**src/rtl/seg_pkg.sv**
```systemverilog
// Shared constants for the multiplexed 7-segment scanner.
// Segment patterns are active-high with bit 0 = a through bit 6 = g.
package seg_pkg;

  localparam int NUM_DIGITS = 6;
  localparam int IDX_W      = 3;

  typedef logic [6:0] seg7_t;

  localparam seg7_t SEG_0    = 7'h3F;
  localparam seg7_t SEG_1    = 7'h06;
  localparam seg7_t SEG_2    = 7'h5B;
  localparam seg7_t SEG_3    = 7'h4F;
  localparam seg7_t SEG_4    = 7'h66;
  localparam seg7_t SEG_5    = 7'h6D;
  localparam seg7_t SEG_6    = 7'h7D;
  localparam seg7_t SEG_7    = 7'h07;
  localparam seg7_t SEG_8    = 7'h7F;
  localparam seg7_t SEG_9    = 7'h6F;
  localparam seg7_t SEG_DASH = 7'h40;
  localparam seg7_t SEG_OFF  = 7'h00;

endpackage

```
**src/rtl/seg_decode.sv**
```systemverilog
// BCD nibble to active-high 7-segment pattern. Non-decimal nibbles show a
// dash so a corrupted count is visible rather than silently wrong.
module seg_decode
  import seg_pkg::*;
(
  input  logic [3:0] nibble,
  input  logic       blank,
  output seg7_t      seg
);

  // Pattern lookup; a blanked digit lights nothing
  always_comb begin
    seg = SEG_OFF;
    if (!blank) begin
      case (nibble)
        4'd0:    seg = SEG_0;
        4'd1:    seg = SEG_1;
        4'd2:    seg = SEG_2;
        4'd3:    seg = SEG_3;
        4'd4:    seg = SEG_4;
        4'd5:    seg = SEG_5;
        4'd6:    seg = SEG_6;
        4'd7:    seg = SEG_7;
        4'd8:    seg = SEG_8;
        4'd9:    seg = SEG_9;
        default: seg = SEG_DASH;
      endcase
    end
  end

endmodule

```
**src/rtl/seg_scan.sv**
```systemverilog
// Six-digit multiplexed 7-segment scanner. The BCD value and decimal points
// are captured once per frame (at the wrap from digit 5 to digit 0) so the
// number on the glass never tears mid-scan.
module seg_scan
  import seg_pkg::*;
#(
  parameter logic [31:0] SCAN_DIV       = 32'd50_000,
  parameter logic [0:0]  BLANK_LZ       = 1'b1,
  parameter logic [0:0]  SEG_ACTIVE_LOW = 1'b1,
  parameter logic [0:0]  SEL_ACTIVE_LOW = 1'b1
) (
  input  logic        clk,
  input  logic        rst,
  input  logic [23:0] num,
  input  logic [5:0]  dp_en,
  input  logic        blank,
  output logic [5:0]  sel,
  output logic [7:0]  seg
);

  localparam logic [IDX_W-1:0] LAST_IDX = IDX_W'(NUM_DIGITS - 1);
  localparam logic [7:0] SEG_DARK = SEG_ACTIVE_LOW[0] ? 8'hFF : 8'h00;
  localparam logic [5:0] SEL_DARK = SEL_ACTIVE_LOW[0] ? 6'h3F : 6'h00;

  logic [31:0]      cnt;
  logic [IDX_W-1:0] idx;
  logic [23:0]      shadow_num;
  logic [5:0]       shadow_dp;

  logic             tick;
  logic             frame_end;
  logic [3:0]       cur_nibble;
  logic             cur_dp;
  logic             cur_lz;
  logic             upper_zero;
  seg7_t            dec_seg;
  logic [7:0]       seg_act;
  logic [5:0]       sel_act;
  logic [7:0]       seg_next;
  logic [5:0]       sel_next;

  assign tick      = (cnt == SCAN_DIV - 32'd1);
  assign frame_end = tick && (idx == LAST_IDX);

  // Pick the current digit and decide whether it is a leading zero
  always_comb begin
    cur_nibble = 4'd0;
    cur_dp     = 1'b0;
    cur_lz     = 1'b0;
    upper_zero = 1'b1;
    for (int i = NUM_DIGITS - 1; i >= 0; i--) begin
      upper_zero = upper_zero && (shadow_num[4*i +: 4] == 4'd0);
      if (idx == IDX_W'(i)) begin
        cur_nibble = shadow_num[4*i +: 4];
        cur_dp     = shadow_dp[i];
        cur_lz     = BLANK_LZ[0] && (i != 0) && upper_zero;
      end
    end
  end

  seg_decode u_decode (
    .nibble (cur_nibble),
    .blank  (cur_lz),
    .seg    (dec_seg)
  );

  // Build the next output word in active-high form, then apply polarity
  always_comb begin
    seg_act  = blank ? 8'h00 : {cur_dp, dec_seg};
    sel_act  = blank ? 6'h00 : (6'd1 << idx);
    seg_next = SEG_ACTIVE_LOW[0] ? ~seg_act : seg_act;
    sel_next = SEL_ACTIVE_LOW[0] ? ~sel_act : sel_act;
  end

  // Divider, digit index and once-per-frame capture of the displayed value
  always_ff @(posedge clk) begin
    if (rst) begin
      cnt        <= '0;
      idx        <= '0;
      shadow_num <= '0;
      shadow_dp  <= '0;
    end else begin
      cnt <= tick ? '0 : cnt + 32'd1;
      if (tick) begin
        idx <= (idx == LAST_IDX) ? '0 : idx + IDX_W'(1);
      end
      if (frame_end) begin
        shadow_num <= num;
        shadow_dp  <= dp_en;
      end
    end
  end

  // Registered pin drivers so the display lines are glitch-free
  always_ff @(posedge clk) begin
    if (rst) begin
      sel <= SEL_DARK;
      seg <= SEG_DARK;
    end else begin
      sel <= sel_next;
      seg <= seg_next;
    end
  end

endmodule

```
**config.mk**
```make
export PLATFORM = sky130hd
export DESIGN_NAME = seg_scan
export DESIGN_NICKNAME = d
export VERILOG_FILES = /design/src/rtl/seg_pkg.sv /design/src/rtl/seg_decode.sv /design/src/rtl/seg_scan.sv
export SDC_FILE = /design/constraint.sdc
export NUM_CORES = 1
export LEC_CHECK = 0
export BUFFER_PORTS_ARGS = -buffer_cell sky130_fd_sc_hd__buf_2
export CAP_MARGIN = 15
export CORE_UTILIZATION = 40
export CTS_BUF_LIST = sky130_fd_sc_hd__clkbuf_8
export DETAILED_ROUTE_END_ITERATION = 10
export GPL_TIMING_DRIVEN = 0
export HOLD_SLACK_MARGIN = 0.02
export PLACE_DENSITY = 0.71
export RECOVER_POWER = 50
export SLEW_MARGIN = 20
export SYNTH_ARGS = -nofsm -noshare
export SYNTH_HDL_FRONTEND = slang
export SYNTH_SLANG_ARGS = --single-unit
```
**constraint.sdc**
```tcl
create_clock -name clk -period 2.6 [get_ports clk]
set_clock_uncertainty 0.15 [all_clocks]
set_input_delay 0.52 -clock clk [delete_from_list [all_inputs] [get_ports clk]]
set_output_delay 0.52 -clock clk [all_outputs]
set_load 0.01 [all_outputs]
```
==> flow_summary.json <==
{
  "drt-initial-drc-count": 94,
  "die_y_um": 97.29,
  "worstHoldPathType": "in -> reg",
  "ff2ff_setup_slack_ps": 100,
  "crit_required_ps": 2740,
  "status": "finished clean",
  "dpl_worst_slack_ps": -331.0,
  "met2_usage_pct": 28.82,
  "core_area_um2": 8763,
  "wl_per_cell_um": 13.61,
  "powerDensity_nw_per_um2": 531.2,
  "fmax_ghz": 0.4007,
  "grt_pass1_vias": 2891,
  "ys_seq_area_share_pct": 43.54,
  "num_vias": 2955,
  "viasPerCell": 5.202,
  "yosysTopAreaCellShare_pct": 43.54,
  "synth_area_leader_cell": "dfxtp_1",
  "synth-async-reset-ratio_pct": 0,
  "grtUsageMet3_pct": 4.820,
  "grt_pass1_wl_mm": 13.28,
  "h-tree-depth": 3,
  "clockBufferDepth": 2,
  "layout_common_cells": "dfxtp_1 (76), nor2_1 (73), mux2i_1 (35), buf_2 (35)",
  "drtAntennaViolNets": 0,
  "placed_area_um2": 4001,
  "synth_ff_type": "dfxtp_1",
  "busiest_layer": "met2",
  "initial_utilization_pct": 41.45,
  "dieArea_um2": 9465,
  "path_common_cell": "buf_6",
  "overflow": 0,
  "cts_tree": "done",
  "maxCapViolations": 0,
  "stdcell_area_um2": 4350,
  "tightest_slew_ps": 689.3,
  "fin_nets": 493,
  "period_minus_slack_ps": 2496,
  "max-slew-margin-rel_pct": 53.95,
  "grtUsageTotal_pct": 17.17,
  "place_congestion": 0.8351,
  "drive_gt1_share_pct": 21.30,
  "critPathLaunchType": "flip-flop",
  "root_buffer": "clkbuf_8",
  "insertion_delay_ps": 340,
  "synth_edf_count": 0,
  "grt_setup_unrepaired": "no",
  "dr.pass1.iters": 4,
  "arrival_ps": 2630,
  "cp_max_fo": 10,
  "synth.avg_cell_area_um2": 9.266,
  "final_cells": 568,
  "fin_ws_ps": 104.2,
  "rows": 34,
  "cp_slowest_cell": "or4_4",
  "dp.cells": 545,
  "area.growth.synth_to_final_pct": 19.77,
  "crit_buf_inv": 3,
  "setup_viol": 0,
  "io_pins": 47,
  "synth_seq_cells": 79,
  "final_common_cell": "dfxtp_1",
  "fin_crit_sh_pct": 95.99,
  "netlist_area_um2": 3632,
  "finalHoldViolCount": 0,
  "crit_path_cell_trace": "buf_6 > inv_1 > nor2_2 > ha_2 > buf_6 > nor3b_4 > a221oi_1 > o22ai_2 > or4_4 > nand4_1",
  "die_w_um": 97.29,
  "antenna_found_initial": 0,
  "yosys-top-cells-area": "dfxtp_1 (44%), mux2i_1 (9.6%), nor2_1 (7.8%), xnor2_1 (5.5%), nor4_1 (2.6%)",
  "drc": 0,
  "synth_cell_types": 55,
  "yosysWarnings": 0,
  "crit_path_max_incr_delay_ps": 460,
  "drv_slew": 0,
  "portBuffers": 45,
  "clk_pin_slew_worst_paths_ps": 80,
  "totalWireLength_mm": 7.731,
  "grt_max_degree": 25,
  "gr-usage-met1_pct": 21.22,
  "synth_cells": 392,
  "dpl.hpwl_mm": 5.569,
  "cts_hold_buf": 0,
  "endpoint_kind": "flip-flop",
  "leakagePower_uw": 0.001517,
  "irDropWorstVdd_mv": 0.2990,
  "diodes": 0,
  "cts_buffers": 9,
  "cts.sinks": 79,
  "crit_family": "simple AND/OR/NAND/NOR gates",
  "synth_nets": 430,
  "timing.hold.ws_ps": 257.4,
  "critPathKind": "reg -> reg"
}
cell families after synthesis:
family | count (synthesis) | synth area share, %
AND/OR/NAND/NOR | 165 | 23.32
multiplexers | 42 | 12.13
flip-flops | 79 | 43.54
adder cells (fa/ha/maj) | 5 | 1.722
buffers and inverters | 35 | 4.581
AO/OA/AOI/OAI | 36 | 7.475
XOR/XNOR | 30 | 7.234
where the power goes:
group	switching, uW	internal [uW]
Combinational	39.4	29.0
Clock	450	572
Sequential	4.53	1220
cell type report:
type / count / area (um^2)
flip-flops and latches: 79 / 1590
multi-input cells: 278 / 1924
well taps: 108 / 135.1
fillers: 850 / 4413
repair buffers: 54 / 290.3
plain buffers: 20 / 132.6
inverters: 13 / 48.80
clock inverters: 6 / 91.34
clock buffers: 10 / 137.6
routing by layer:
layer / part of all wire [%] / wire, um
met1: 45 / 3492
met2: 49 / 3787
met3: 4.6 / 358
met4: 1.2 / 92
met5: 0 / 0
Yosys cell counts (all sizes together), types with 3 or more instances:
master  count
and4        5
nand3      14
nor3b       3
a221oi      4
nor4b       3
nor2       76
mux2i      35
xor2        7
o21ai       9
or2         3
o22ai       3
o21a        3
a21oi       7
dfxtp      79
nand2      15
nand4       9
or4         3
inv        13
clkbuf     12
nor3       10
o31ai       3
ha          5
buf        10
mux2        7
nor4       15
xnor2      23
sequential cells by signal (all words and copies together) (netlist names):
register,count
cnt,32
seg,8
shadow_num,24
idx,3
shadow_dp,6
sel,6
timing repair:
item,CTS,global route
gates cloned,0,2
setup buffers,3,4
gates resized for setup,10,16
pin swaps,3,5
endpoints found under the setup margin,7,39
per-stage QoR:
stage | TNS, ps | power [uW] | utilization, %
final | 0 | 2311 | 49.64
after CTS | 0 | 2338 | 48.84
after floorplan | 0 | 1282 | -
after detailed placement | -1594 | 1323 | 45.66
after global placement | -1298 | 1321 | 45.66
after global routing | 0 | 2400 | 49.64
worst paths after layout:
path                                     startpoint                     endpoint  depth (start not counted)
worst min register to register    cnt[0]$_SDFF_PP0_            cnt[0]$_SDFF_PP0_                          1
worst max-delay path            idx[1]$_SDFFE_PP0N_            seg[0]$_SDFF_PP1_                         10
worst min-delay path                        num[12]  shadow_num[12]$_SDFFE_PP0P_                          3
worst max register to register  idx[1]$_SDFFE_PP0N_            seg[0]$_SDFF_PP1_                         10
worst register-to-register path, delay by kind of cell (launching register included):
family	cells	cell delay [ps]
buffers and inverters	3	350
adders and majority gates	1	180
DFF	1	400
and+or+nand+nor	4	690
AOI/OAI and AO/OA	2	660
Note: power is estimated with default switching activity, not from simulation.
